--- src/rtl/dbg_guv_pkg.sv ---
// Shared constants, state type and helpers for the debug command path.
package dbg_guv_pkg;

    localparam int unsigned CMD_WIDTH     = 32;
    localparam int unsigned BYTES_PER_CMD = 4;
    localparam int unsigned ERR_CNT_W     = 8;

    typedef enum logic {
        ASSEMBLE = 1'b0,
        DISCARD  = 1'b1
    } asm_state_t;

    function automatic logic [ERR_CNT_W-1:0] err_inc(input logic [ERR_CNT_W-1:0] cnt);
        return (cnt == '1) ? cnt : cnt + 1'b1;
    endfunction

endpackage

--- src/rtl/dbg_cmd_fifo.sv ---
// Synchronous command FIFO; the head entry drives the output data directly.
import dbg_guv_pkg::*;

module dbg_cmd_fifo #(
    parameter int unsigned WIDTH = CMD_WIDTH,
    parameter int unsigned DEPTH = 4
) (
    input  logic                       clk,
    input  logic                       rst,
    input  logic                       push_i,
    input  logic [WIDTH-1:0]           push_data_i,
    output logic                       full_o,
    input  logic                       pop_i,
    output logic                       empty_o,
    output logic [WIDTH-1:0]           head_o,
    output logic [$clog2(DEPTH):0]     level_o
);

    localparam int unsigned AW = $clog2(DEPTH);

    logic [WIDTH-1:0] mem_q [DEPTH];
    logic [AW-1:0]    wr_ptr_q;
    logic [AW-1:0]    rd_ptr_q;
    logic [AW:0]      level_q;
    logic             do_push;
    logic             do_pop;

    // Full is judged on the registered level, so a same-cycle pop never makes room.
    assign full_o  = (level_q == (AW+1)'(DEPTH));
    assign empty_o = (level_q == '0);
    assign do_push = push_i && !full_o;
    assign do_pop  = pop_i && !empty_o;
    assign head_o  = mem_q[rd_ptr_q];
    assign level_o = level_q;

    always_ff @(posedge clk or posedge rst) begin
        if (rst) begin
            for (int unsigned i = 0; i < DEPTH; i++) begin
                mem_q[i] <= '0;
            end
            wr_ptr_q <= '0;
            rd_ptr_q <= '0;
            level_q  <= '0;
        end else begin
            if (do_push) begin
                mem_q[wr_ptr_q] <= push_data_i;
                wr_ptr_q        <= wr_ptr_q + 1'b1;
            end
            if (do_pop) begin
                rd_ptr_q <= rd_ptr_q + 1'b1;
            end
            case ({do_push, do_pop})
                2'b10:   level_q <= level_q + 1'b1;
                2'b01:   level_q <= level_q - 1'b1;
                default: level_q <= level_q;
            endcase
        end
    end

endmodule

--- src/rtl/dbg_cmd_assembler.sv ---
// Assembles LSB-first host bytes into 32-bit debug commands with TLAST framing checks.
// Optional inter-byte timeout enabled by defining DBG_CMD_TIMEOUT_EN.
import dbg_guv_pkg::*;

module dbg_cmd_assembler #(
    parameter int unsigned FIFO_DEPTH     = 4,
    parameter int unsigned TIMEOUT_CYCLES = 1024
) (
    input  logic                          clk,
    input  logic                          rst,
    input  logic [7:0]                    byte_in_TDATA,
    input  logic                          byte_in_TVALID,
    input  logic                          byte_in_TLAST,
    output logic                          byte_in_TREADY,
    output logic [31:0]                   cmd_out_TDATA,
    output logic                          cmd_out_TVALID,
    input  logic                          cmd_out_TREADY,
    output logic [7:0]                    err_count,
    output logic [$clog2(FIFO_DEPTH):0]   fifo_level
);

    localparam int unsigned IDX_W   = $clog2(BYTES_PER_CMD);
    localparam int unsigned SHIFT_W = CMD_WIDTH - 8;
    localparam logic [IDX_W-1:0] LAST_IDX = IDX_W'(BYTES_PER_CMD - 1);

    if (FIFO_DEPTH < 2 || (FIFO_DEPTH & (FIFO_DEPTH - 1)) != 0) begin : g_bad_depth
        $error("FIFO_DEPTH must be a power of 2 and at least 2");
    end
    if (TIMEOUT_CYCLES < 1) begin : g_bad_timeout
        $error("TIMEOUT_CYCLES must be at least 1");
    end

    asm_state_t           state_q;
    logic [IDX_W-1:0]     byte_idx_q;
    logic [SHIFT_W-1:0]   shift_q;
    logic [ERR_CNT_W-1:0] err_q;
    logic                 rdy_en_q;
    logic                 fifo_full;
    logic                 fifo_empty;
    logic                 at_last;
    logic                 accept;
    logic                 push;
    logic                 timeout;

    // The final byte is held off while the FIFO has no room for the finished word.
    assign at_last        = (state_q == ASSEMBLE) && (byte_idx_q == LAST_IDX);
    assign byte_in_TREADY = rdy_en_q && !(at_last && fifo_full);
    assign accept         = byte_in_TVALID && byte_in_TREADY;
    assign push           = accept && at_last && byte_in_TLAST;
    assign cmd_out_TVALID = !fifo_empty;
    assign err_count      = err_q;

`ifdef DBG_CMD_TIMEOUT_EN
    localparam int unsigned TMR_W = $clog2(TIMEOUT_CYCLES + 1);
    logic [TMR_W-1:0] timer_q;
    logic             counting;

    assign counting = (state_q == ASSEMBLE) && (byte_idx_q != '0) && !accept;
    assign timeout  = counting && (timer_q == TMR_W'(TIMEOUT_CYCLES - 1));

    always_ff @(posedge clk or posedge rst) begin
        if (rst) begin
            timer_q <= '0;
        end else if (!counting || timeout) begin
            timer_q <= '0;
        end else begin
            timer_q <= timer_q + 1'b1;
        end
    end
`else
    assign timeout = 1'b0;
`endif

    always_ff @(posedge clk or posedge rst) begin
        if (rst) begin
            state_q    <= ASSEMBLE;
            byte_idx_q <= '0;
            shift_q    <= '0;
            err_q      <= '0;
            rdy_en_q   <= 1'b0;
        end else begin
            rdy_en_q <= 1'b1;
            if (accept) begin
                case (state_q)
                    ASSEMBLE: begin
                        if (byte_idx_q != LAST_IDX) begin
                            shift_q[8*byte_idx_q +: 8] <= byte_in_TDATA;
                        end
                        if (byte_in_TLAST) begin
                            byte_idx_q <= '0;
                            if (byte_idx_q != LAST_IDX) begin
                                err_q <= err_inc(err_q);
                            end
                        end else if (byte_idx_q == LAST_IDX) begin
                            state_q    <= DISCARD;
                            byte_idx_q <= '0;
                            err_q      <= err_inc(err_q);
                        end else begin
                            byte_idx_q <= byte_idx_q + 1'b1;
                        end
                    end
                    DISCARD: begin
                        if (byte_in_TLAST) begin
                            state_q <= ASSEMBLE;
                        end
                    end
                    default: state_q <= ASSEMBLE;
                endcase
            end else if (timeout) begin
                byte_idx_q <= '0;
                err_q      <= err_inc(err_q);
            end
        end
    end

    dbg_cmd_fifo #(
        .WIDTH (CMD_WIDTH),
        .DEPTH (FIFO_DEPTH)
    ) u_fifo (
        .clk         (clk),
        .rst         (rst),
        .push_i      (push),
        .push_data_i ({byte_in_TDATA, shift_q}),
        .full_o      (fifo_full),
        .pop_i       (cmd_out_TREADY),
        .empty_o     (fifo_empty),
        .head_o      (cmd_out_TDATA),
        .level_o     (fifo_level)
    );

endmodule

--- config.mk ---
export PLATFORM = sky130hd
export DESIGN_NAME = dbg_cmd_assembler
export DESIGN_NICKNAME = d
export VERILOG_FILES = /design/src/rtl/dbg_guv_pkg.sv /design/src/rtl/dbg_cmd_fifo.sv /design/src/rtl/dbg_cmd_assembler.sv
export SDC_FILE = /design/constraint.sdc
export NUM_CORES = 1
export LEC_CHECK = 0
export ABC_AREA = 1
export CAP_MARGIN = 20
export CORE_MARGIN = 10
export CORE_UTILIZATION = 63
export DETAILED_ROUTE_END_ITERATION = 7
export HOLD_SLACK_MARGIN = 0.02
export PLACE_DENSITY = 0.85
export SYNTH_ARGS = -nofsm -noshare
export SYNTH_HDL_FRONTEND = slang
export SYNTH_SLANG_ARGS = --single-unit
--- constraint.sdc ---
create_clock -name clk -period 15.2 [get_ports clk]
set_input_delay 3.04 -clock clk [delete_from_list [all_inputs] [get_ports clk]]
set_output_delay 3.04 -clock clk [all_outputs]
set_load 0.05 [all_outputs]
== Word-level counts from Yosys, hierarchy flattened ==
Cells that the tools add are included.
Word-level totals
  flip-flop bits (word level): 171
  input bits: 13
  output and inout port bits: 45
  word-level logic and storage cells: 70
Cells by class
  add/sub/neg operators: 7
  $lt $le $gt $ge: 3
  eq/ne operators: 7
  shift-type cells: 2
  muxes and demuxes: 18
  bitwise logic cells: 3
  reduce and logical (&&, ||, !) cells: 18
Operators with widths (count)
  bitwise mux 128 bit: 1
  two-way mux 32 bit: 3
  binary-select mux 32 bit (select 2 bit): 1
  demux 32 bit (select 2 bit): 1
  negation 5 -> 34 bit: 1
  variable shift 8 x 34 -> 24 bit, first input constant: 1
  indexed part select 8 x 34 -> 24 bit: 1
  two-way mux 8 bit: 4
  bitwise mux 24 bit: 1
  logical AND 1 bit: 9
  adder 8 x 1 -> 8 bit, second input constant: 1
  == test 8 bit, second input constant: 1
  adder 2 x 1 -> 2 bit, second input constant: 3
  greater-or-equal comparator 3 bit, second input constant: 2
  NOT 2 -> 3 bit: 2
  one-hot mux 3 bit (2 select lines): 1
  == test 2 bit, second input constant: 2
  two-way mux 2 bit: 2
  AND reduction 4 bit: 1
  nonzero test 2 bit: 2
  adder 3 x 1 -> 3 bit, second input constant: 1
  == test 3 bit, second input constant: 1
  zero test 1 bit: 3
  zero test 3 bit: 1
  10 further kinds: 12

== Depth between registers and ports, before layout ==
Gate-level depths: netlist (run 1).
  word-level depth: 11
  gate-level depth with buffers: 13
  depth with buffers taken out: 12

== Cells and area by module ==
From an unflattened synthesis (run 1), not the netlist that was laid out.
Second synthesis, totals
  cells, all modules: 1095
  area, all modules: 8674.6 um2
By module, submodules not included
  dbg_cmd_fifo: instances 1, cells each 842, area an instance 6711.4 um2, sequential area each 3378.2 um2
  dbg_cmd_assembler: instances 1, cells each 253, area an instance 1963.1 um2, sequential area each 900.9 um2

== Worst setup path before layout (run 1) ==
No wires, ideal clock.
  kind: register -> output
  from: register u_fifo.rd_ptr_q[0]
  to: output cmd_out_TDATA[10]
  arrival: 1.896 ns
  required time: 12.160 ns
  path slack: 10.264 ns
  cell stages (with the launch flop): 7
  buffers on the path: 3
  path through: dfrtp_1 -> clkbuf_1 -> inv_1 -> buf_2 -> clkbuf_1 -> nor2_1 -> o22ai_1
Between the ends
  longest elaborated chain between the ends: 4
RTL lines
  start: declaration: RTL line dbg_cmd_fifo.sv:23  | logic [AW-1:0] rd_ptr_q;
  start signal: assignment: RTL line dbg_cmd_fifo.sv:50  | rd_ptr_q <= rd_ptr_q + 1'b1;
  NOT 2 -> 3 bit (implied by the code): RTL line dbg_cmd_fifo.sv:33  | assign head_o = mem_q[rd_ptr_q];
  binary-select mux 32 bit (select 2 bit): RTL line dbg_cmd_fifo.sv:33
  two-way mux 32 bit (implied by the code) (2 in series): RTL line dbg_cmd_fifo.sv:33
  end: declaration: RTL line dbg_cmd_assembler.sv:15  | output logic [31:0] cmd_out_TDATA,
No other way between the ends. The select of a mux whose other input is x is not followed.

== Final worst setup path (run 1) ==
  from: register u_fifo.rd_ptr_q[0]
  to: output cmd_out_TDATA[22]
The elaborated chain is that of the path after synthesis.

==> key figures, run 1 <==
Placement
  – Final HPWL DP: about 12000 um
  – Port buffer count: 57
  – Gpl congestion: ~0.83

Yosys
  – Main synth FF type: dfrtp_1
  – #FFs+latches synth: between 150 and 200
  – Synth Area in Compound Gates: between 10% and 20%
  – Mux contribution to synthesized area: 0%
  – Number of synthesized flops with an enable pin: 0
  – Cell with the most instances after synthesis: nand2_1
  – Simple-Gate Fraction of Synth Area: 27.60%
  – Post-synth top cells: 305 x nand2_1, 171 x dfrtp_1, 140 x nand3_1
  – Ranking of synthesized cells by area: dfrtp_1 53%, nand2_1 14%, nand3_1 8.7%, o21ai_0 5.5%, nor2_1 4.0%
  – Mapped Area: 8015 um2
  – Syn Inst Count: roughly 980
  – Netlist cell types: 25
  – Largest family of logic cells by synthesized area: simple AND/OR/NAND/NOR gates
  – XOR/XNOR share of the synthesized area: 0.9835%
  – Async SR Flop Fraction: between 90% and 100%
  – Net Count, Synth: a little over 1000
  – Synth warnings: 0
  – Seq/Total Area, Yosys: 53.39%
  – Share of the synthesized area in the top cell type: between 50% and 60%
  – Synth area leader: dfrtp_1
  – Syn_area_per_cell: between 8 and 9 um2
  – Adder-cell share of the synthesized area: ~2%

Detailed routing
  – DRT Pass-1 Iters: 6
  – Wirelength per Cell: roughly 17 um
  – Routed Antenna Nets: 0
  – Total Wirelength: 20200 um
  – Vias/cell: about 6
  – Via count: 7092
  – Drt drc: 0
  – DR iter-0 viols: 819

Layout
  – Sequential Area: approximately 4300 um2
  – Synth-to-Final Area Change: 15.17%
  – # diodes: 0
  – Layout cell share with drive strength beyond 1: about 4.8%
  – Final net count: 1032
  – Fillers: around 960
  – Multi-input logic area: between 3000 and 4000 um2

Global routing
  – Vias in the first global route: about 6900
  – GRT Util Overall: between 20% and 30%
  – First-pass GRT wire length: 34440 um
  – Largest net degree at the start of global routing: 106
  – Initial antenna violation count: 0
  – Grt ovf: 0

Worst setup path
  – RR Startpoint: byte_idx_q[0]$_DFFE_PP0P_
  – WP data required: ~12000 ps
  – Crit path DAT: about 3100 ps
  – R2R Setup Slk: about 12000 ps
  – Crit path from: u_fifo.rd_ptr_q[0]$_DFFE_PP0P_
  – Startpoint Class: register
  – Crit-path max FO: 34
  – Worst setup path class: reg2out
  – Critical Path Sink: cmd_out_TDATA[22]
  – Worst reg2reg path depth: 10
  – CP endpoint kind: output pin
  – RR Endpoint: u_fifo.mem_q[14]$_DFFE_PP0P_

Die
  – Num ports: 58
  – Die height: between 100 and 150 um
  – Core Rows: between 40 and 50
  – Die Wd: 132.8 um
  – Core area: between 10000 and 15000 um2
  – Initial Util: between 60% and 70%
  – Full die area: approximately 18000 um2

Clock tree
  – Hold_buf cts: 0
  – Clock Latency Late Sink: around 430 ps
  – Setup bufs post-CTS: 0
  – TritonCTS Sinks: about 170
  – Total CTS buffers: 17
  – CTS root buf: clkbuf_16
  – Post_cts resized: 0
  – CTS Buffer Depth: 2
  – CTS tree: yes
  – H-tree depth: 4
  – CTS clk-pin slew, worst paths: 60 ps

Timing
  – Setup Total Neg Slack: 0 ps
  – Worst hold margin: 466.7 ps
  – Worst Tran Pin Value: 980.4 ps
  – Relative slew slack: 34.57%
  – Clock skew: approximately 7.6 ps
  – Peak Freq: ~0.16 GHz
  – Final period utilization: between 40% and 50%
  – Final Hold Viols: 0
  – Final setup viols: 0
  – Slew Limit Fails: 0
  – RSZ-0062 raised after global routing: no
  – Minimum clock period: ~6100 ps

Power
  – Leakage power: 4.721 nW
  – PD cells: 197.7 nW/um2
  – VDD IR-drop max: ~0.12 mV

Status
  – Status: complete, no violations

Min path
  – Min-Delay Path Class: reg2reg

Run
  – MaxCap Viol Count: 0
## worst max-delay path, stage by stage (launching register included)
cell and delay [ps]:
dfrtp_2 360, clkinv_1 670, buf_4 540, o21ai_0 230, o22ai_1 130, clkdlybuf4s50_1 720
## sequential cells by signal, indices dropped and copies added (netlist names)
register / count
u_fifo.wr_ptr_q: 2
u_fifo.rd_ptr_q: 2
u_fifo.level_o: 3
rdy_en_q: 1
state_q: 1
byte_idx_q: 2
u_fifo.mem_q: 128
err_count: 8
shift_q: 24
## power breakdown
group / switching, mW / leakage, nW / internal [mW]
sequential: 0.0853 / 2.27 / 0.534
combinational: 0.533 / 2.16 / 0.229
clock: 0.184 / 0.290 / 0.259
## layout make-up
type,count,share of cell area (%)
Sequential cell,171,46.37
Multi-Input combinational cell,712,35.94
Timing Repair Buffer,71,7.400
Clock buffer,18,4.649
Tap cell,172,2.331
Clock inverter,14,1.870
Inverter,34,1.437
## worst min-delay path by stage
stage                                             from  cells past startpoint                            to
after global placement    u_fifo.mem_q[44]$_DFFE_PP0P_                      2  u_fifo.mem_q[44]$_DFFE_PP0P_
after CTS                 u_fifo.mem_q[45]$_DFFE_PP0P_                      2  u_fifo.mem_q[45]$_DFFE_PP0P_
after floorplan           u_fifo.mem_q[35]$_DFFE_PP0P_                      2  u_fifo.mem_q[35]$_DFFE_PP0P_
after global routing      u_fifo.mem_q[94]$_DFFE_PP0P_                      2  u_fifo.mem_q[94]$_DFFE_PP0P_
after detailed placement  u_fifo.mem_q[87]$_DFFE_PP0P_                      2  u_fifo.mem_q[87]$_DFFE_PP0P_
final                     u_fifo.mem_q[92]$_DFFE_PP0P_                      2  u_fifo.mem_q[92]$_DFFE_PP0P_
## kinds of logic after synthesis
group	count (synthesis)
AND/OR/NAND/NOR	537
flip-flops	171
AO/OA/AOI/OAI	153
buffers and inverters	100
adder cells (fa/ha/maj)	12
XOR/XNOR	9
other	1
## metal layers
layer / global-route usage, % / wire [um]
met5: 0 / 0
met3: 5.602 / 1600
met4: 6.112 / 261
met2: 37.16 / 9804
met1: 31.35 / 8537
## cells in the final DEF, fill, tap and decap left out, drive strengths merged, types with 2 or more instances in the layout
cell	n
clkbuf	18
a21oi	9
nand2	305
dfrtp	171
clkinv	10
ha	11
clkdlybuf4s50	57
o21bai	8
clkinvlp	2
o22ai	32
o21ai	88
bufinv	3
buf	14
nand4	4
inv	33
nor2	86
o21a	16
nand3	140
xor2	8
## per-stage QoR
| stage | std cells | area [um2] | setup WS, ps | total power, mW | util (%) |
|---|---|---|---|---|---|
| floorplan | 983 | 8015 | 7528 | 1.131 | - |
| global placement | 1159 | 8615 | 9544 | 1.367 | 68.82 |
| detailed placement | 1160 | 8630 | 9517 | 1.381 | 68.94 |
| CTS | 1192 | 9231 | 9077 | 1.826 | 73.75 |
| global route | 1192 | 9231 | 8836 | 1.921 | 73.75 |
| finish | 1192 | 9231 | 9058 | 1.825 | 73.75 |
No activity file was read; power rests on OpenSTA's default activity.
==> run 2, diff against run 1 <==
- CORE_UTILIZATION: 63 -> 53
- PLACE_DENSITY: 0.85 -> 0.76
- clock period: 15.2 -> 5.6 ns (I/O delays scaled with it)
==> run 2 against run 1 <==
Effect of this change:
- power grew to 2.6 times the previous value
- via count is 4.0% lower
- worst hold slack worse by 1.9 ps
- clock skew hardly changed
- die area is 16% higher
- routed wire length is 1.6% lower
- first-iteration DRC count is 25% lower
- global-route usage is 3.3 points lower
- utilization is 11 points lower
- sequential power grew to 2.7 times the previous value
- register-to-register slack worse by 9500 ps
- critical path type unchanged
- largest cell class unchanged
- largest power group unchanged
- highest routed layer unchanged
==> key figures, run 2 (synthesis gave the netlist of run 1 again) <==
Power
  – VDD IR-drop max: 0.2915 mV (+140%)
  – PD cells: 524.6 nW/um2 (+170%)
  – Leakage power: 4.705 nW (-0.32%)
  – Total Power: 4.832 mW (+160%)

Detailed routing
  – Vias/cell: 5.668 (-4.7%)
  – Routed Antenna Nets: 0 (unchanged)
  – Drt drc: 0 (unchanged)
  – Total Wirelength: 19890 um (-1.6%)
  – DR iter-0 viols: 614 (-25%)
  – Via count: 6807 (-4.0%)
  – DRT Pass-1 Iters: 5 (-1)
  – Wirelength per Cell: 16.56 um (-2.3%)

Die
  – Core Rows: 44 (+7.3%)
  – Die height: 143.0 um (+7.7%)
  – Full die area: 20440 um2 (+16%)
  – Initial Util: 54.53% (-9.5 points)
  – Core area: 14700 um2 (+17%)
  – Die Wd: 143.0 um (+7.7%)
  – Num ports: 58 (unchanged)

Layout
  – Max FFs per register: 128 (unchanged)
  – Post-route cell area: 9210 um2 (-0.23%)
  – Commonest non-fill, non-tap cell in the layout: nand2_1
  – Final Non-Filler Cells: 1201 (+0.76%)
  – Most frequent cells in the layout: 305 x nand2_1, 170 x dfrtp_1, 140 x nand3_1
  – Largest register by flop count: u_fifo.mem_q
  – Synth-to-Final Area Change: 14.91%
  – Layout cell share with drive strength beyond 1: 4.228% (-0.58 points)
  – Final net count: 1032 (unchanged)
  – # diodes: 0 (unchanged)

Clock tree
  – CTS tree: yes
  – TritonCTS Sinks: 171 (unchanged)
  – H-tree depth: 4 (unchanged)
  – Post_cts resized: 0 (unchanged)
  – CTS Buffer Depth: 2 (unchanged)
  – Setup bufs post-CTS: 0 (unchanged)
  – CTS clk-pin slew, worst paths: 60 ps (about the same)
  – Total CTS buffers: 17 (unchanged)
  – Clock Latency Late Sink: 420 ps (about the same)
  – CTS root buf: clkbuf_16
  – Hold_buf cts: 0 (unchanged)

Worst setup path
  – CP top delay family: buffers and inverters
  – Crit path DAT: 3140 ps (+40 ps)
  – Crit path from: u_fifo.rd_ptr_q[1]$_DFFE_PP0P_
  – Buf/Inv on CP: 3 (unchanged)
  – Crit-path max FO: 34 (unchanged)
  – Crit-path max cell delay: 850 ps (+130 ps)
  – Worst setup path class: reg2out
  – Critical path, cell by cell: buf_4 -> inv_1 -> o21ai_0 -> o22ai_1 -> clkdlybuf4s50_1
  – Highest-delay cell along the critical path: clkdlybuf4s50_1
  – Worst reg2reg path depth: 9 (-1)
  – R2R Setup Slk: 2650 ps (-9480 ps)
  – RR Endpoint: u_fifo.mem_q[15]$_DFFE_PP0P_
  – WP data required: 4480 ps (-7680 ps)
  – Startpoint Class: register
  – RR Startpoint: byte_idx_q[0]$_DFFE_PP0P_
  – CP endpoint kind: output pin

Placement
  – Placed insts: 1171 (+0.95%)
  – Dpl cell area: 8641 um2 (+0.13%)
  – Final HPWL DP: 12070 um (-1.1%)
  – Port buffer count: 57 (unchanged)
  – Gpl congestion: 0.7804 (-6.4%)

Timing
  – Worst Tran Pin Value: 1026 ps (+45.47 ps)
  – Peak Freq: 0.2350 GHz
  – Worst hold margin: 464.7 ps (-1.943 ps)
  – Minimum clock period: between 4000 and 5000 ps
  – RSZ-0062 raised after global routing: no
  – Clock skew: 7.412 ps (-0.2343 ps)
  – Slew Limit Fails: 0 (unchanged)
  – Setup Total Neg Slack: 0 ps (unchanged)
  – Relative slew slack: 31.53% (-3.0 points)
  – Final Hold Viols: 0 (unchanged)
  – Final setup viols: 0 (unchanged)
  – Final period utilization: 75.99%

Global routing
  – First-pass GRT wire length: 33080 um (-3.9%)
  – Initial antenna violation count: 0 (unchanged)
  – GRT Util Overall: 20.02% (-3.3 points)
  – Largest net degree at the start of global routing: 172 (+62%)
  – Grt ovf: 0 (unchanged)
  – Vias in the first global route: 6454 (-5.9%)

Status
  – Status: complete, no violations

Min path
  – Worst Hold Depth: 2 (unchanged)
  – Hold endpoint: u_fifo.mem_q[65]$_DFFE_PP0P_
  – Min-Delay Path Class: reg2reg
  – Hold path startpoint: u_fifo.mem_q[65]$_DFFE_PP0P_

Run
  – MaxCap Viol Count: 0 (unchanged)
==> run 2: cell count changes in the layout (fill, tap and decap cells not counted), moves of 2 or more <==
cell and change:
clkbuf_8 +7, clkinv_4 -5, bufinv_16 -3, clkbuf_1 +3, clkinv_2 -2, inv_6 -2
==> run 2: final cells by class <==
type	count	area, um2
inverters	34	131.4
repair buffers	71	708.2
clock inverters	1	5.005
well taps	184	230.2
fillers	1256	5489
flip-flops and latches	171	4280
clock buffers	28	536.8
multi-input cells	712	3318
==> run 2: how the worst max path moves through the flow <==
stage,end,slack (ps),depth (start not counted)
4_1_cts,cmd_out_TDATA[27],1310,5
3_5_place_dp,cmd_out_TDATA[27],1760,5
5_1_grt,cmd_out_TDATA[27],1110,5
3_3_place_gp,cmd_out_TDATA[2],1800,5
2_1_floorplan,byte_idx_q[0]$_DFFE_PP0P_,2300,1
6_report,cmd_out_TDATA[27],1340,5
==> run 2: report_power, final <==
group	internal (mW)	total (mW)	switching [mW]
logic	0.625	2.07	1.44
registers	1.45	1.67	0.224
clock network	0.643	1.09	0.448
==> run 2: routing by layer <==
metal / share of wire [%] / global-route usage (%) / vias to the layer above
met4: 1.0 / 5.537 / 0
met3: 6.6 / 4.444 / 18
li1: - / - / 3275
met1: 45 / 27.23 / 3264
met2: 47 / 31.55 / 250
met5: 0 / 0 / -
==> run 2: tightest hold or removal path: stages, from the launching register on <==
cell	delay [ps]
dfrtp_1	340
nand2_1	50
nand2_1	50
==> run 2: metrics by stage <==
stage	utilization, %	setup WS (ps)
5_1_grt	62.66	1108
3_3_place_gp	58.78	1801
3_5_place_dp	58.78	1764
6_report	62.66	1345
4_1_cts	62.47	1305
2_1_floorplan	-	2297
==> run 3, diff against run 2 <==
- clock period: 5.6 -> 3.78 ns (I/O delays scaled with it)
==> run 3 against run 2 <==
Effect of this change:
- worst setup slack worse by 650 ps
- power is 55% higher
- routed wire length is 3.0% higher
- highest routed layer unchanged
- clock skew rose by 0.54 ps
==> key figures, run 3 (synthesis gave the netlist of run 1 again) <==
Min path
  – Min-Delay Path Class: reg2reg
  – Hold path startpoint: u_fifo.mem_q[32]$_DFFE_PP0P_

Layout
  – Util after Layout: 63.43% (+0.77 points)
  – Final net count: 1041 (+0.87%)
  – Largest register by flop count: u_fifo.mem_q
  – Layout cell share with drive strength beyond 1: 8.658% (+4.4 points)
  – Commonest non-fill, non-tap cell in the layout: nand2_1
  – # diodes: 0 (unchanged)
  – Most frequent cells in the layout: 305 x nand2_1, 170 x dfrtp_1, 140 x nand3_1
  – Max FFs per register: 128 (unchanged)
  – Final Non-Filler Cells: 1212 (+0.92%)
  – Synth-to-Final Area Change: 16.33%

Die
  – Core Rows: 44 (unchanged)
  – Full die area: 20440 um2 (unchanged)
  – Initial Util: 54.53% (unchanged)
  – Die height: 143.0 um (unchanged)
  – Core area: 14700 um2 (unchanged)
  – Num ports: 58 (unchanged)
  – Die Wd: 143.0 um (unchanged)

Timing
  – Setup Total Neg Slack: 0 ps (unchanged)
  – Clock skew: 7.951 ps (+0.5392 ps)
  – Peak Freq: between 0.3 and 0.4 GHz
  – Final Hold Viols: 0 (unchanged)
  – Relative slew slack: 39.36% (+7.8 points)
  – RSZ-0062 raised after global routing: no
  – Slew Limit Fails: 0 (unchanged)
  – Final setup viols: 0 (unchanged)
  – Worst Tran Pin Value: 906.2 ps (-119.7 ps)
  – Final period utilization: approximately 82%
  – Worst hold margin: 466.2 ps (+1.435 ps)
  – Minimum clock period: approximately 3100 ps

Worst setup path
  – Startpoint Class: register
  – Crit path from: byte_idx_q[0]$_DFFE_PP0P_
  – Crit path DAT: 2330 ps (-810 ps)
  – RR Startpoint: byte_idx_q[0]$_DFFE_PP0P_
  – Worst setup path class: reg2out
  – WP data required: 3020 ps (-1460 ps)
  – Crit-path max FO: 6 (-82%)
  – CP endpoint kind: output pin

Global routing
  – Grt ovf: 0 (unchanged)
  – Vias in the first global route: 6597 (+2.2%)
  – First-pass GRT wire length: 33920 um (+2.5%)
  – Largest net degree at the start of global routing: 77 (-55%)
  – Initial antenna violation count: 0 (unchanged)
  – GRT Util Overall: 20.53% (+0.51 points)

Detailed routing
  – Total Wirelength: 20490 um (+3.0%)
  – DRT Pass-1 Iters: 5 (unchanged)
  – Vias/cell: 5.644 (-0.43%)
  – Via count: 6840 (+0.48%)
  – Routed Antenna Nets: 0 (unchanged)
  – Drt drc: 0 (unchanged)
  – DR iter-0 viols: 662 (+7.8%)
  – Wirelength per Cell: 16.91 um (+2.1%)

Status
  – Status: complete, no violations

Placement
  – Final HPWL DP: 12650 um (+4.8%)
  – Gpl congestion: 0.8158 (+4.5%)
  – Placed insts: 1181 (+0.85%)
  – Port buffer count: 57 (unchanged)

Power
  – VDD IR-drop max: 0.4808 mV (+65%)
  – Leakage power: 4.838 nW (+2.8%)
  – PD cells: 803.1 nW/um2 (+53%)

Run
  – MaxCap Viol Count: 0 (unchanged)

Clock tree
  – Setup bufs post-CTS: 0 (unchanged)
  – Clock Latency Late Sink: 430 ps (about the same)
  – H-tree depth: 4 (unchanged)
  – Post_cts resized: 0 (unchanged)
  – CTS root buf: clkbuf_16
  – CTS Buffer Depth: 2 (unchanged)
  – Hold_buf cts: 0 (unchanged)
  – CTS tree: yes
  – TritonCTS Sinks: 171 (unchanged)
  – CTS clk-pin slew, worst paths: 60 ps (about the same)
  – Total CTS buffers: 17 (unchanged)
## run 3: changes by cell type in the layout (fill, tap and decap cells not counted)
cell | previous run | this run
buf_12 | 1 | 3
buf_16 | 1 | 0
buf_4 | 12 | 52
bufinv_16 | 0 | 6
clkbuf_1 | 4 | 1
clkbuf_8 | 7 | 1
clkdlybuf4s50_1 | 57 | 25
clkinv_2 | 1 | 2
clkinvlp_4 | 1 | 5
## run 3: report_power, final
group	switching [mW]	internal, mW
combinational	2.18	0.879
sequential	0.320	2.15
clock	0.708	1.25
total	3.21	4.28
## run 3: worst max-delay path, stage by stage (launching register included)
cell and delay [ps]:
dfrtp_1 440, ha_1 280, inv_2 70, nor2_1 50
nand3_1 110, and2_1 150, clkdlybuf4s50_1 800
## run 3: path summary, 6_finish.rpt
kind | end | slack, ps | cells past startpoint
min in group asynchronous | err_count[5]$_DFFE_PP0P_ | 800 | 2
setup / recovery | byte_in_TREADY | 700 | 6
hold / removal | u_fifo.mem_q[32]$_DFFE_PP0P_ | 470 | 2
hold reg to reg | u_fifo.mem_q[32]$_DFFE_PP0P_ | 470 | 2
setup reg to reg | u_fifo.mem_q[104]$_DFFE_PP0P_ | 1360 | 10
max in group asynchronous | u_fifo.mem_q[50]$_DFFE_PP0P_ | 2150 | 3
## run 3: per-stage QoR
| stage | setup slack, ps | cell area [um2] | power, mW |
|---|---|---|---|
| floorplan | 841.3 | 8019 | 4.548 |
| global placement | 1029 | 8661 | 5.506 |
| detailed placement | 970.0 | 8661 | 5.545 |
| CTS | 683.6 | 9324 | 7.511 |
| global route | 603.8 | 9324 | 7.868 |
| finish | 698.4 | 9324 | 7.488 |
## run 3: final cells by class
cell class / count / area (um2)
clock inverters: 12 / 220.2
repair buffers: 80 / 700.7
clock buffers: 19 / 442.9
well taps: 184 / 230.2
multi-input cells: 712 / 3318
fillers: 1262 / 5375
inverters: 34 / 131.4
flip-flops and latches: 171 / 4280
## run 3: layer usage
metal	part of all wire (%)	routed length (um)	vias to the layer above	global-route usage [%]
li1	-	-	3292	-
met1	45	9266	3309	28.06
met2	48	9793	220	32.56
met3	5.9	1217	19	3.980
met4	1.0	212	0	5.863
met5	0	0	-	0
